$ cat config.mk
export PLATFORM = sky130hd
export DESIGN_NAME = fft_peak_detector
export DESIGN_NICKNAME = d
export VERILOG_FILES = /design/src/rtl/fft_peak_detector.sv
export SDC_FILE = /design/constraint.sdc
export NUM_CORES = 1
export LEC_CHECK = 0
export ABC_AREA = 1
export CAP_MARGIN = 5
export CORE_ASPECT_RATIO = 1.2
export CORE_UTILIZATION = 30
export CTS_CLUSTER_SIZE = 20
export DETAILED_ROUTE_END_ITERATION = 16
export PLACE_DENSITY = 0.55
export SLEW_MARGIN = 25
export SYNTH_ARGS = -nofsm -noshare
export SYNTH_HDL_FRONTEND = slang
export SYNTH_SLANG_ARGS = --single-unit
$ cat constraint.sdc
create_clock -name clk -period 7 [get_ports clk]
set_clock_uncertainty 0.2 [all_clocks]
set_input_delay 1.4 -clock clk [delete_from_list [all_inputs] [get_ports clk]]
set_output_delay 1.4 -clock clk [all_outputs]
set_load 0.01 [all_outputs]
$ cat src/rtl/fft_peak_detector.sv
// fft_peak_detector: streams an approximate magnitude for each FFT bin and
// reports the strongest bin of every N-point frame with a one-cycle done pulse.
// Ports:
//   clk, rst_n            clock, synchronous active-low reset
//   en_i, re_i, im_i      FFT output stream (signed Re/Im, valid strobe)
//   mag_o, mag_bin_o,
//   mag_valid_o           per-bin magnitude stream, two cycles after en_i
//   peak_bin_o,
//   peak_mag_o, done_o    frame peak, updated with done_o three cycles
//                         after the last sample of a frame
//   busy_o                a frame is partially received or still in flight
module fft_peak_detector #(
    parameter int bit_width = 28,
    parameter int N         = 32,
    parameter int SIZE      = 5,
    parameter int SKIP_DC   = 1
) (
    input  logic                        clk,
    input  logic                        rst_n,
    input  logic                        en_i,
    input  logic signed [bit_width-1:0] re_i,
    input  logic signed [bit_width-1:0] im_i,
    output logic        [bit_width:0]   mag_o,
    output logic                        mag_valid_o,
    output logic        [SIZE-1:0]      mag_bin_o,
    output logic        [SIZE-1:0]      peak_bin_o,
    output logic        [bit_width:0]   peak_mag_o,
    output logic                        done_o,
    output logic                        busy_o
);

    localparam logic [SIZE-1:0] LAST_BIN = SIZE'(N - 1);

    logic [SIZE-1:0]      cnt;

    // stage 1 registers
    logic                 valid1;
    logic [bit_width-1:0] ar;
    logic [bit_width-1:0] ai;
    logic [SIZE-1:0]      bin1;
    logic                 first1;
    logic                 last1;

    // stage 2 tags (data lives in mag_o / mag_bin_o)
    logic                 first2;
    logic                 last2;

    // stage 3 running best
    logic [bit_width:0]   best_mag;
    logic [SIZE-1:0]      best_bin;

    logic [bit_width-1:0] abs_re;
    logic [bit_width-1:0] abs_im;
    logic [bit_width-1:0] mx;
    logic [bit_width-1:0] mn;
    logic [bit_width:0]   mag_next;
    logic [bit_width:0]   eff;
    logic                 take;
    logic [bit_width:0]   new_mag;
    logic [SIZE-1:0]      new_bin;

    // Negating the most negative value wraps back onto itself, which read
    // as unsigned is exactly 2^(bw-1), so no saturation is needed.
    assign abs_re = re_i[bit_width-1] ? $unsigned(-re_i) : $unsigned(re_i);
    assign abs_im = im_i[bit_width-1] ? $unsigned(-im_i) : $unsigned(im_i);

    // alpha-max-plus-beta-min with alpha=1, beta=1/2
    assign mx       = (ar >= ai) ? ar : ai;
    assign mn       = (ar >= ai) ? ai : ar;
    assign mag_next = {1'b0, mx} + {2'b00, mn[bit_width-1:1]};

    // DC is still streamed on mag_o; it is only hidden from the search.
    assign eff = (SKIP_DC != 0 && mag_bin_o == '0) ? '0 : mag_o;

    // Strict greater-than keeps the earlier (lower) bin on ties.
    assign take    = first2 || (eff > best_mag);
    assign new_mag = take ? eff : best_mag;
    assign new_bin = take ? mag_bin_o : best_bin;

    assign busy_o = (cnt != '0) | valid1 | mag_valid_o | done_o;

    always_ff @(posedge clk) begin
        if (!rst_n) begin
            cnt         <= '0;
            valid1      <= 1'b0;
            ar          <= '0;
            ai          <= '0;
            bin1        <= '0;
            first1      <= 1'b0;
            last1       <= 1'b0;
            mag_valid_o <= 1'b0;
            mag_o       <= '0;
            mag_bin_o   <= '0;
            first2      <= 1'b0;
            last2       <= 1'b0;
            best_mag    <= '0;
            best_bin    <= '0;
            peak_mag_o  <= '0;
            peak_bin_o  <= '0;
            done_o      <= 1'b0;
        end else begin
            valid1 <= en_i;
            if (en_i) begin
                ar     <= abs_re;
                ai     <= abs_im;
                bin1   <= cnt;
                first1 <= (cnt == '0);
                last1  <= (cnt == LAST_BIN);
                cnt    <= (cnt == LAST_BIN) ? '0 : cnt + 1'b1;
            end

            mag_valid_o <= valid1;
            if (valid1) begin
                mag_o     <= mag_next;
                mag_bin_o <= bin1;
                first2    <= first1;
                last2     <= last1;
            end

            done_o <= mag_valid_o && last2;
            if (mag_valid_o) begin
                best_mag <= new_mag;
                best_bin <= new_bin;
                if (last2) begin
                    peak_mag_o <= new_mag;
                    peak_bin_o <= new_bin;
                end
            end
        end
    end

endmodule
Word level (Yosys, flattened, before mapping)
Cells that the tools add are included.
{"block": "word_totals", "reg_bits": 175, "latch_bits": 0, "mem_bits_rw": 0, "romBits": 0, "input_bits": 59, "output_inout_bits": 71, "wordCells": 41, "n_memories": 0}
{"block": "op_classes", "addsub": 4, "mul": 0, "div": 0, "n_lt_le_gt_ge": 2, "eq_ne": 1, "n_shift": 0, "muxes": 8, "n_bitwise": 3, "reduce_logical": 6}
{"operator": "$mux W28", "count": 4}
{"operator": "$mux W29", "count": 2}
{"operator": "$neg A28 Y28", "count": 2}
{"operator": "$add A28 B27 Y29", "count": 1}
{"operator": "$gt A29 B29 Y1", "count": 1}
{"operator": "$ge A28 B28 Y1", "count": 1}
{"operator": "$logic_not A5 Y1", "count": 2}
{"operator": "$mux W5", "count": 2}
{"operator": "$add A5 B1 Y5 const B", "count": 1}
{"operator": "$eq A5 B5 Y1 const B", "count": 1}
{"operator": "$reduce_bool A5 Y1", "count": 1}
{"operator": "$or A1 B1 Y1", "count": 3}
{"operator": "$reduce_and A2 Y1", "count": 1}
{"operator": "$logic_and A1 B1 Y1", "count": 1}
{"operator": "$logic_or A1 B1 Y1", "count": 1}

Longest topological paths before layout
{"block": "depth", "depth_word": 5, "mapped_depth": 27, "depth_no_buf": 26}

Worst setup path after synthesis
Ideal clock, no wire load.
{"block": "synth_timing", "kind": "register to register", "from": "register ai[23]", "to": "register mag_o[18]", "setup_time_ns": 0.129, "t_arrival_ns": 3.041, "required_ns": 6.671, "slack_ns": 3.630, "stages_incl_launch_ff": 25, "path_buffers": 1, "period_less_slack_ns": 3.370, "path_cell_list": "dfxtp_1 inv_1 ha_1 nand2_1 inv_1 nand2_1 nand2_1 nand2_1 nand2_1 a21oi_1 nand2_2 clkbuf_1 nor2_1 a21oi_1 ha_1 fa_1 nand3_1 nand2_1 nand2_1 nand2_1 nand2_1 nand2_1 a21oi_1 xor2_1 a21oi_1"}
{"block": "synth_via", "elab_chain_len": 3, "word_cells_on_any_way": 4, "classes_between": "add/sub: 1; order compare: 1; mux: 2"}
{"element": "from (decl)", "line_no": "39", "text": "logic [bit_width-1:0] ai;"}
{"element": "from (signal assigned)", "line_no": "105", "text": "ai <= abs_im;"}
{"element": "$ge A28 B28 Y1 *", "line_no": "68, 69"}
{"element": "$mux W28, on equally long branches", "line_no": "68, 69"}
{"element": "$add A28 B27 Y29 *", "line_no": "70", "text": "assign mag_next = {1'b0, mx} + {2'b00, mn[bit_width-1:1]};"}
{"element": "to (signal assigned)", "line_no": "114", "text": "mag_o <= mag_next;"}
{"element": "to (decl)", "line_no": "23", "text": "output logic [bit_width:0] mag_o,"}
Every way passes the cells marked *; elsewhere a longest branch is shown, timed or not.
A chain may end at the register's enable or synchronous reset.

Final worst setup path
{"block": "layout_timing", "from": "register ai[27]", "to": "register mag_o[12]"}
Same word-level chain as after synthesis.

==> metrics.csv <==
metric,value,unit
status,"complete, no violations",
Worst R2R Setup Slack,2390,ps
Highest Clock Rate,216.8,MHz
first-pass GRT wire length,57380,µm
Main synth FF type,dfxtp_1,
placed cell areas,14040,µm²
end of the critical path,mag_o[12],
Final Hold Fails,0,
Placer Congestion,0.8485,
largest area contributor in the netlist,dfxtp_1,
post-synth top area share,28.26,%
M1 GR Usage,21.71,%
vias per std cell,4.619,
LEAKAGE,0.007274,µW
Rel. slew slack,40.21,%
critical path launch point type,flop,
chip height,224.7,µm
grt peak-use layer,met2,
met3 GRT Util,2.512,%
post-synthesis sequential area ratio,28.26,%
Reg2Reg Launch Point,ai[27],
Power Total,3196,µW
CP Capture Type,flop,
area grow syn2layout,17.99,%
Synth Area per Inst,6.361,µm²
I/O pin total,130,
Slew Limit Fails,0,
DR WL/cell,13.62,µm
initial antenna violation count,0,
dpl hpwl,25790,µm
most frequent CP cell,nand2_1,
CP Depth,23,
Initial Util,30.43,%
"Clk Latency, worst-skew pair",460,ps
Vias,11910,
maximum VDD drop,0.1843,mV
synth warn,0,
drt drc,0,
Hold Buf Count CTS,0,
Crit-path slowest cell,buf_4,
Post-Route Setup TNS,0,ps
gr usage total,16.83,%
P per Cell Area,218.5,nW/µm²
Final period util,65.90,%
synthesized flop and latch total,175,
largest net degree at the start of global routing,97,
ANT nets after route,0,
post-route cell area,14630,µm²
Commonest cells post-synth,"nand2_1 (399), inv_1 (300), nor2_1 (265), dfxtp_1 (175), a21oi_1 (159)",
"CP delay by family, top",simple AND/OR/NAND/NOR gates,
CP startpoint,ai[27],
fill count,4468,
vias in the first global route,11240,
Sink Count,175,
I/O Buffers,129,
worst-margin pin slew,896.9,ps
Pre-antenna DRT Iters,7,
setup violators final,0,
Root Driver,clkbuf_16,
worst path cell trace,"inv_1, ha_1, nand2_1, inv_1, nand4_1, nor2_1, nand2_1, nand2_2, buf_4, a21oi_1, ha_1, fa_1, nand3_1, nand2_1, nand2_1, nand2_1, nand2_1, nand2_1, a21boi_0, a21oi_1, o21ai_0, nand2_1, inv_1",
dominant cells by area after synthesis,"dfxtp_1 (28%), nand2_1 (12%), inv_1 (9.1%)",
Iter 0 DRT Violations,708,
Buf/Inv on CP,4,
Syn Nets,2098,
Post-Syn Area,12400,µm²
Tightest Hold Check Type,reg2reg,
final wirelength,35110,µm
min cycle time layout,4613,ps
Crit Path Max Fanout,77,
H-tree levels,4,
Post-synth EDFFs,0,
layout cells sized above 1,4.610,%
CTS max path bufs,2,
Mapped Cells,1949,
core footprint,40740,µm²
critical path arrival,4820,ps
RSZ-0062 raised after global routing,no,
most instantiated library cell after synthesis,nand2_1,
cts repair resizes,0,
fin nets,2175,
R2R Path End,mag_o[12],
post-synth cell types,47,
floorplan row count,81,
grt total ovfl,0,
CTS buffer count,17,
total of max-cap violations,0,
R2R depth,23,
met2 Track Usage GR,29.35,%
Die W,187.6,µm
CTS clock-pin slew for the worst setup and hold paths,70,ps
critical path data required time,7200,ps
CTS tree,yes,
Max stage delay on crit path,610,ps
n_diodes,0,
crit path kind,reg2reg,
Post-synth ARST share,0,%
Post-CTS Setup Inserts,0,
Die Area,42140,µm²
worst register-to-register path, stage by stage (launching register included):
cell	delay, ps
dfxtp_1	370
inv_1	80
ha_1	290
nand2_1	110
inv_1	70
nand4_1	130
nor2_1	120
nand2_1	100
nand2_2	380
buf_4	610
a21oi_1	220
ha_1	270
fa_1	410
nand3_1	90
nand2_1	100
nand2_1	70
nand2_1	140
nand2_1	100
nand2_1	130
a21boi_0	250
a21oi_1	90
o21ai_0	120
nand2_1	70
inv_1	50
area by class of cell:
type                            count  area, µm²  area share, %
Multi-Input combinational cell   1386       7352          50.27
Clock buffer                       20      456.7          3.122
Sequential cell                   175       3505          23.96
Timing Repair Buffer              138       1349          9.222
Clock inverter                     12      132.6         0.9068
Tap cell                          539      674.4          4.611
Inverter                          308       1157          7.913
sequential cells by signal, indices dropped and copies added (netlist names):
signal       count
valid1           1
ar              28
mag_o           29
best_bin         5
mag_valid_o      1
mag_bin_o        5
ai              28
first2           1
last2            1
last1            1
first1           1
peak_mag_o      29
peak_bin_o       5
bin1             5
done_o           1
best_mag        29
cnt              5
layer usage:
| metal | share of wire, % | up-vias | wire, µm |
|---|---|---|---|
| met3 | 3.8 | 19 | 1325 |
| met2 | 47 | 232 | 16370 |
| met4 | 1.1 | 0 | 384 |
| li1 | - | 6356 | - |
| met5 | 0 | - | 0 |
| met1 | 49 | 5300 | 17030 |
logic make-up after synthesis:
logic type               after synthesis  synth area share, %
buffers and inverters                388                12.43
AO/OA/AOI/OAI                        340                14.70
XOR/XNOR                              46                3.250
adder cells (fa/ha/maj)               90                9.144
AND/OR/NAND/NOR                      910                32.22
flip-flops                           175                28.26
power breakdown:
group	internal, µW	switching, µW	total [µW]	leakage (µW)
combinational	377	729	1110	0.00555
sequential	1060	49.9	1110	0.00144
clock	547	437	984	0.000284
cell usage in the layout, fill, tap and decap left out, drive strengths merged, types with 2 or more instances in the layout:
cell type | synthesis | final
a21boi | 3 | 3
a21o | 7 | 7
a21oi | 161 | 161
a31oi | 7 | 7
buf | 26 | 11
bufinv | 0 | 2
clkbuf | 54 | 20
clkdlybuf4s50 | 0 | 127
clkinv | 3 | 7
clkinvlp | 0 | 3
dfxtp | 175 | 175
ha | 89 | 89
inv | 305 | 308
nand2 | 434 | 434
nand3 | 154 | 154
nand3b | 2 | 2
nand4 | 19 | 19
nor2 | 271 | 271
nor3 | 22 | 22
nor4 | 4 | 4
o211ai | 11 | 11
o21ai | 133 | 133
o21bai | 7 | 7
o221ai | 3 | 3
o31ai | 4 | 4
or2 | 2 | 2
xnor2 | 14 | 14
xor2 | 32 | 32
how the worst min path moves through the flow:
stage	depth (start not counted)	to	slack, ps	from
after floorplan	2	bin1[0]	240	bin1[0]
after global routing	2	last1	290	last1
after CTS	2	last1	270	last1
final	2	last1	260	last1
after global placement	2	last1	250	last1
after detailed placement	2	last1	260	last1
metrics by stage:
stage | util (%) | setup slack [ps] | instances | hold slack [ps]
2_1_floorplan | - | 3630 | 1949 | 241.5
3_5_place_dp | 34.45 | 2397 | 2546 | 256.7
4_1_cts | 35.90 | 2389 | 2578 | 266.5
5_1_grt | 35.90 | 1883 | 2578 | 294.2
6_report | 35.90 | 2387 | 2578 | 264.6
3_3_place_gp | 34.45 | 2503 | 2546 | 251.9
(Power assumes the default switching activity.)
